### config.mk
export PLATFORM = sky130hd
export DESIGN_NAME = rv_iopmp_check_scheduler
export DESIGN_NICKNAME = d
export VERILOG_FILES = /design/src/rtl/rv_iopmp_pkg.sv /design/src/rtl/rv_iopmp_rr_arbiter.sv /design/src/rtl/rv_iopmp_check_scheduler.sv
export SDC_FILE = /design/constraint.sdc
export NUM_CORES = 1
export LEC_CHECK = 0
export ABC_AREA = 1
export ABC_CLOCK_PERIOD_IN_PS = 1200
export CAP_MARGIN = 5
export CORE_AREA = 2 2 171 173
export CTS_CLUSTER_SIZE = 24
export DETAILED_ROUTE_END_ITERATION = 6
export DIE_AREA = 0 0 173 175
export SYNTH_ARGS = -nofsm -noshare
export SYNTH_HDL_FRONTEND = slang
export SYNTH_SLANG_ARGS = --single-unit
export TNS_END_PERCENT = 20
### constraint.sdc
create_clock -name clk_i -period 1.2 [get_ports clk_i]
set_input_delay 0.18 -clock clk_i [delete_from_list [all_inputs] [get_ports clk_i]]
set_output_delay 0.18 -clock clk_i [all_outputs]
set_load 0.02 [all_outputs]
### src/rtl/rv_iopmp_pkg.sv
// Shared IOPMP types: access kinds, checker error record and the check-scheduler FSM states.
package rv_iopmp_pkg;

  typedef enum logic [1:0] {
    ACC_NONE  = 2'd0,
    ACC_READ  = 2'd1,
    ACC_WRITE = 2'd2,
    ACC_EXEC  = 2'd3
  } access_t;

  typedef struct packed {
    logic        error_detected;
    logic [3:0]  etype;
    logic [7:0]  sid;
    logic [15:0] eid;
    logic [63:0] addr;
  } error_capture_t;

  typedef enum logic [1:0] {
    ST_IDLE  = 2'd0,
    ST_CHECK = 2'd1,
    ST_RESP  = 2'd2
  } chk_state_e;

endpackage

### src/rtl/rv_iopmp_rr_arbiter.sv
// Round-robin arbiter: search starts at the port after the last grant; pointer moves only on en_i.
module rv_iopmp_rr_arbiter #(
  parameter int NUM_PORTS = 2,
  parameter int IDX_W     = $clog2(NUM_PORTS)
) (
  input  logic                 clk_i,
  input  logic                 rst_i,
  input  logic                 en_i,
  input  logic [NUM_PORTS-1:0] req_i,
  output logic [NUM_PORTS-1:0] gnt_o,
  output logic [IDX_W-1:0]     idx_o
);

  logic [IDX_W-1:0] ptr_q;
  logic [IDX_W:0]   sum;
  logic [IDX_W-1:0] p;
  logic             found;

  always_comb begin
    gnt_o = '0;
    idx_o = '0;
    found = 1'b0;
    sum   = '0;
    p     = '0;
    for (int i = 0; i < NUM_PORTS; i++) begin
      // modulo without a divider so non-power-of-two port counts still wrap
      sum = {1'b0, ptr_q} + (IDX_W+1)'(i);
      if (sum >= (IDX_W+1)'(NUM_PORTS)) sum = sum - (IDX_W+1)'(NUM_PORTS);
      p = sum[IDX_W-1:0];
      if (!found && req_i[p]) begin
        found    = 1'b1;
        gnt_o[p] = 1'b1;
        idx_o    = p;
      end
    end
  end

  always_ff @(posedge clk_i) begin
    if (rst_i) begin
      ptr_q <= '0;
    end else if (en_i && found) begin
      ptr_q <= (idx_o == IDX_W'(NUM_PORTS-1)) ? '0 : idx_o + 1'b1;
    end
  end

endmodule

### src/rtl/rv_iopmp_check_scheduler.sv
// Time-multiplexes one shared IOPMP checker across NUM_PORTS requesters:
// grant -> hold checker inputs CHECK_LATENCY cycles -> present verdict until consumed.
module rv_iopmp_check_scheduler
  import rv_iopmp_pkg::*;
#(
  parameter int ADDR_WIDTH    = 64,
  parameter int DATA_WIDTH    = 64,
  parameter int SID_WIDTH     = 8,
  parameter int NUM_PORTS     = 2,
  parameter int CHECK_LATENCY = 2,
  parameter int NB_W          = $clog2(DATA_WIDTH/8)+1,
  parameter int IDX_W         = $clog2(NUM_PORTS)
) (
  input  logic                                 clk_i,
  input  logic                                 rst_i,
  input  logic [NUM_PORTS-1:0]                 req_valid_i,
  output logic [NUM_PORTS-1:0]                 req_ready_o,
  input  logic [NUM_PORTS-1:0][ADDR_WIDTH-1:0] req_addr_i,
  input  logic [NUM_PORTS-1:0][NB_W-1:0]       req_num_bytes_i,
  input  logic [NUM_PORTS-1:0][SID_WIDTH-1:0]  req_sid_i,
  input  access_t [NUM_PORTS-1:0]              req_access_i,
  output logic [NUM_PORTS-1:0]                 rsp_valid_o,
  output logic                                 rsp_allow_o,
  input  logic [NUM_PORTS-1:0]                 rsp_ready_i,
  output logic                                 chk_en_o,
  output logic [ADDR_WIDTH-1:0]                chk_addr_o,
  output logic [NB_W-1:0]                      chk_num_bytes_o,
  output logic [SID_WIDTH-1:0]                 chk_sid_o,
  output access_t                              chk_access_o,
  input  logic                                 chk_allow_i,
  input  error_capture_t                       chk_err_i,
  output logic                                 err_valid_o,
  output error_capture_t                       err_o,
  output logic [IDX_W-1:0]                     err_port_o
);

  chk_state_e                 state_q;
  logic [2:0]                 cnt_q;
  logic [IDX_W-1:0]           gnt_idx_q;
  logic [NUM_PORTS-1:0]       rsp_valid_q;
  logic                       rsp_allow_q;
  logic                       chk_en_q;
  logic [ADDR_WIDTH-1:0]      chk_addr_q;
  logic [NB_W-1:0]            chk_nb_q;
  logic [SID_WIDTH-1:0]       chk_sid_q;
  access_t                    chk_access_q;
  logic                       err_valid_q;
  error_capture_t             err_q;
  logic [IDX_W-1:0]           err_port_q;

  logic                       arb_en;
  logic [NUM_PORTS-1:0]       arb_gnt;
  logic [IDX_W-1:0]           arb_idx;

  assign arb_en = (state_q == ST_IDLE) && !rst_i && (|req_valid_i);

  rv_iopmp_rr_arbiter #(
    .NUM_PORTS (NUM_PORTS),
    .IDX_W     (IDX_W)
  ) u_arb (
    .clk_i (clk_i),
    .rst_i (rst_i),
    .en_i  (arb_en),
    .req_i (req_valid_i),
    .gnt_o (arb_gnt),
    .idx_o (arb_idx)
  );

  // ready must be combinational so the grant and the accept happen in the same cycle
  assign req_ready_o = arb_en ? arb_gnt : '0;

  always_ff @(posedge clk_i) begin
    if (rst_i) begin
      state_q      <= ST_IDLE;
      cnt_q        <= '0;
      gnt_idx_q    <= '0;
      rsp_valid_q  <= '0;
      rsp_allow_q  <= 1'b0;
      chk_en_q     <= 1'b0;
      chk_addr_q   <= '0;
      chk_nb_q     <= '0;
      chk_sid_q    <= '0;
      chk_access_q <= ACC_NONE;
      err_valid_q  <= 1'b0;
      err_q        <= '0;
      err_port_q   <= '0;
    end else begin
      err_valid_q <= 1'b0;
      case (state_q)
        ST_IDLE: begin
          if (|req_valid_i) begin
            state_q      <= ST_CHECK;
            gnt_idx_q    <= arb_idx;
            cnt_q        <= 3'(CHECK_LATENCY);
            chk_en_q     <= 1'b1;
            chk_addr_q   <= req_addr_i[arb_idx];
            chk_nb_q     <= req_num_bytes_i[arb_idx];
            chk_sid_q    <= req_sid_i[arb_idx];
            chk_access_q <= req_access_i[arb_idx];
          end
        end
        ST_CHECK: begin
          if (cnt_q == 3'd1) begin
            state_q                <= ST_RESP;
            cnt_q                  <= '0;
            chk_en_q               <= 1'b0;
            rsp_allow_q            <= chk_allow_i;
            rsp_valid_q[gnt_idx_q] <= 1'b1;
            if (chk_err_i.error_detected) begin
              err_valid_q <= 1'b1;
              err_q       <= chk_err_i;
              err_port_q  <= gnt_idx_q;
            end
          end else begin
            cnt_q <= cnt_q - 3'd1;
          end
        end
        ST_RESP: begin
          if (rsp_ready_i[gnt_idx_q]) begin
            state_q     <= ST_IDLE;
            rsp_valid_q <= '0;
          end
        end
        default: state_q <= ST_IDLE;
      endcase
    end
  end

  assign rsp_valid_o     = rsp_valid_q;
  assign rsp_allow_o     = rsp_allow_q;
  assign chk_en_o        = chk_en_q;
  assign chk_addr_o      = chk_addr_q;
  assign chk_num_bytes_o = chk_nb_q;
  assign chk_sid_o       = chk_sid_q;
  assign chk_access_o    = chk_access_q;
  assign err_valid_o     = err_valid_q;
  assign err_o           = err_q;
  assign err_port_o      = err_port_q;

endmodule

==> flow_metrics.tcl <==
set metrics [dict create \
    status "finished with violations" \
    violations "setup timing" \
    grt_pass1_wl_um 43000 \
    synth_edf_count 0 \
    synth_common_cells "437 x nor2_1, 184 x dfxtp_1, 173 x nand2_1, 107 x o21ai_0, 91 x inv_1" \
    synth.distinct_cells 19 \
    rsz0062_at_grt "yes" \
    multi_input_area_mm2 0.00382 \
    cts_max_path_buffers 2 \
    antenna_left 0 \
    grt_pass1_vias 8039 \
    cp.arrival_ns 1.39 \
    r2r_cells 10 \
    holdBufCountCts 0 \
    synth_simple_gate_area_share 0.302 \
    die_h_um 175 \
    vias 8700 \
    gp_congestion 0.798 \
    hold_viol_final 0 \
    synth_top_area_cell "dfxtp_1" \
    ys_ff_latch 184 \
    io_buffers 434 \
    design.die.area_mm2 0.0303 \
    crit_chain "nor2_4, o21ai_4, nor2_4, inv_2, nor2_4, buf_6" \
    min_from "chk_err_i[22]" \
    initial_core_util 0.272 \
    cts.sinks 184 \
    drc 0 \
    ys.flop_type "dfxtp_1" \
    worstPathRequired_ns 1.02 \
    viasPerCell 4.31 \
    worst_setup_path_end_kind "primary output" \
    startpoint "state_q[0]" \
    syn-instance-count 1152 \
    htreeDepth 4 \
    layout_min_cycle_time_ns 1.57 \
    drive_gt1_frac 0.263 \
    crit_end "req_ready_o[0]" \
    fin_util 0.489 \
    max_stage_delay_ns 0.34 \
    worst_pin_slew_ns 0.569 \
    nFillCells 2859 \
    dr.first_iter.drc_count 293 \
    place_hpwl_um 20300 \
    reg2reg_to "err_o[65]" \
    regArea_mm2 0.00369 \
    r2r-start "cnt_q[1]" \
    relSlewSlack 0.619 \
    ys_seq_area_frac 0.477 \
    crit_cells 6 \
    wl_um 30800 \
    maxCapViolCount 0 \
    pin_count 435 \
    fin_worst_skew_ns 0.0162 \
    fin_nets 1877 \
    synth_compound_area_frac 0.119 \
    overflow 0 \
    async_flop_share 0 \
    grt_antenna_before_repair 1 \
    postPlaceCellArea_mm2 0.0127 \
    max_freq_ghz 0.636 \
    syn_area_mm2 0.00772 \
    clk_latency_ns 0.43 \
    cts_made_buffers 17 \
    wire_per_inst_um 15.3 \
    grt_max_degree 66 \
    yosys-top-cells-area "dfxtp_1 48%, nor2_1 21%, nand2_1 8.4%" \
    cts_tree "built" \
    path_max_fanout 3 \
    synth_top_family_by_area "simple AND/OR/NAND/NOR gates" \
    rows 62 \
    path_buf_inv 2 \
    yosys.area_share.xor_xnor 0.00113 \
    place_ws_ns -0.476 \
    dr.pass1.iters 5 \
    startpoint_type "register" \
    synthAdderAreaFrac 0.00324 \
    critical_path_class "register to primary output" \
    report.final.slew_viol_count 0 \
    cellPowerDensity_mw_per_mm2 1250 \
    area_delta_synth_final_pct 79.7 \
    syn-num-nets 1410 \
    rrSetupSlack_ns -0.33 \
    report.final.setup_viol 179 \
    hold_class "primary input to register" \
    muxShareOfSynthArea 0 \
    max-vdd-ir-drop_mv 0.775 \
    period_share 1.31 \
    fin_setup_tns_ns -44.96 \
    post_layout_nonfiller_instances 2017 \
    dieWidth_um 173 \
    leakagePower_uw 0.00644 \
    critPathTopFamily "simple AND/OR/NAND/NOR gates" \
    post-place-cells 1941 \
    cpMaxStageDelayCell "dfxtp_2" \
    synth_top_area_share 0.477 \
    syn_area_per_cell_um2 6.71 \
    cts-root-buf "clkbuf_16" \
    yosysWarnings 0 \
    fin_ws_ns -0.373 \
    fin_area_mm2 0.0139 \
    clkTransAtPathRegs_ns 0.08 \
    grtUsageTotal 0.177 \
    core-area_mm2 0.0284 \
    cpMostUsedCell "nor2_4" \
    synth_most_common_cell "nor2_1" \
]
what timing repair did:
| item | in CTS | in global routing |
|---|---|---|
| resized for setup | 743 | 174 |
| endpoints found under the hold margin | 0 | 0 |
| endpoints found under the setup margin | 349 | 186 |
| pin swaps | 5 | 27 |
| cloned | 0 | 29 |
| buffers inserted | 2 | 13 |
report_power, final:
part | internal [uW] | switching [uW]
Sequential | 6590 | 256
Combinational | 2260 | 2360
Clock | 2890 | 2930
Total | 11700 | 5550
how the worst min path moves through the flow:
stage,to,slack (ns),cells after the start
after floorplan,rsp_allow_o,0.31,2
after global placement,chk_en_o,0.44,2
after detailed placement,rsp_valid_o[1],0.44,2
after CTS,err_o[22],0.33,3
after global routing,err_o[22],0.33,3
final,err_o[22],0.35,3
layer usage:
metal  track usage  part of all wire
met5             0                 0
met4        0.0427             0.019
met3        0.0677             0.084
met2         0.311              0.50
met1         0.202              0.40
cell type report:
type                    instances  area share
clock inverters                14      0.0132
well taps                     384      0.0346
clock buffers                  18      0.0316
repair buffers                518       0.352
repair inverters                2     0.00144
flip-flops and latches        184       0.266
diodes                          1    0.000180
multi-input cells             803       0.275
inverters                      93      0.0262
kinds of logic (layout without fill, tap and decap cells):
group                      after synthesis  count (layout)
AOI/OAI and AO/OA                      182             182
xor gates and xnor gates                 1               1
adders and majority gates                2               2
buffers and inverters                  167             645
DFF                                    184             184
other                                    0               1
and+or+nand+nor                        616             618
worst register-to-register path, stage by stage, from the launching register on:
cell and delay [ns]:
dfxtp_2 0.33, inv_2 0.07, ha_4 0.14, nand2_4 0.05, nor2_4 0.10, buf_12 0.14, buf_12 0.11, nand2_8 0.10
clkbuf_16 0.24, o21ai_2 0.13, nor2_1 0.05
cells in the final DEF (no fill, tap or decap), types with 16 or more instances in the layout:
| cell | instances |
|---|---|
| nand2_1 | 169 |
| clkbuf_16 | 35 |
| buf_2 | 160 |
| clkdlybuf4s50_1 | 255 |
| o21ai_2 | 59 |
| inv_1 | 85 |
| nor2_4 | 16 |
| o21ai_0 | 77 |
| buf_4 | 44 |
| o21ai_1 | 35 |
| nor2_1 | 396 |
| dfxtp_1 | 175 |
| nor2_2 | 27 |
| buf_12 | 20 |
registers in the layout, indices dropped and copies added, names as in the netlist:
register and cells:
chk_num_bytes_o 4, rsp_allow_o 1, chk_sid_o 8, chk_en_o 1, state_q 2, err_port_o 1
chk_addr_o 64, cnt_q 3, u_arb.ptr_q 1, err_valid_o 1, chk_access_o 2, err_o 93
gnt_idx_q 1, rsp_valid_o 2
stage by stage:
stage          hold slack, ns  power, uW
5_1_grt                 0.326      18300
2_1_floorplan           0.315       9030
4_1_cts                 0.328      17000
3_3_place_gp            0.440      11400
3_5_place_dp            0.440      11500
6_report                0.349      17300
(Power assumes the default switching activity.)
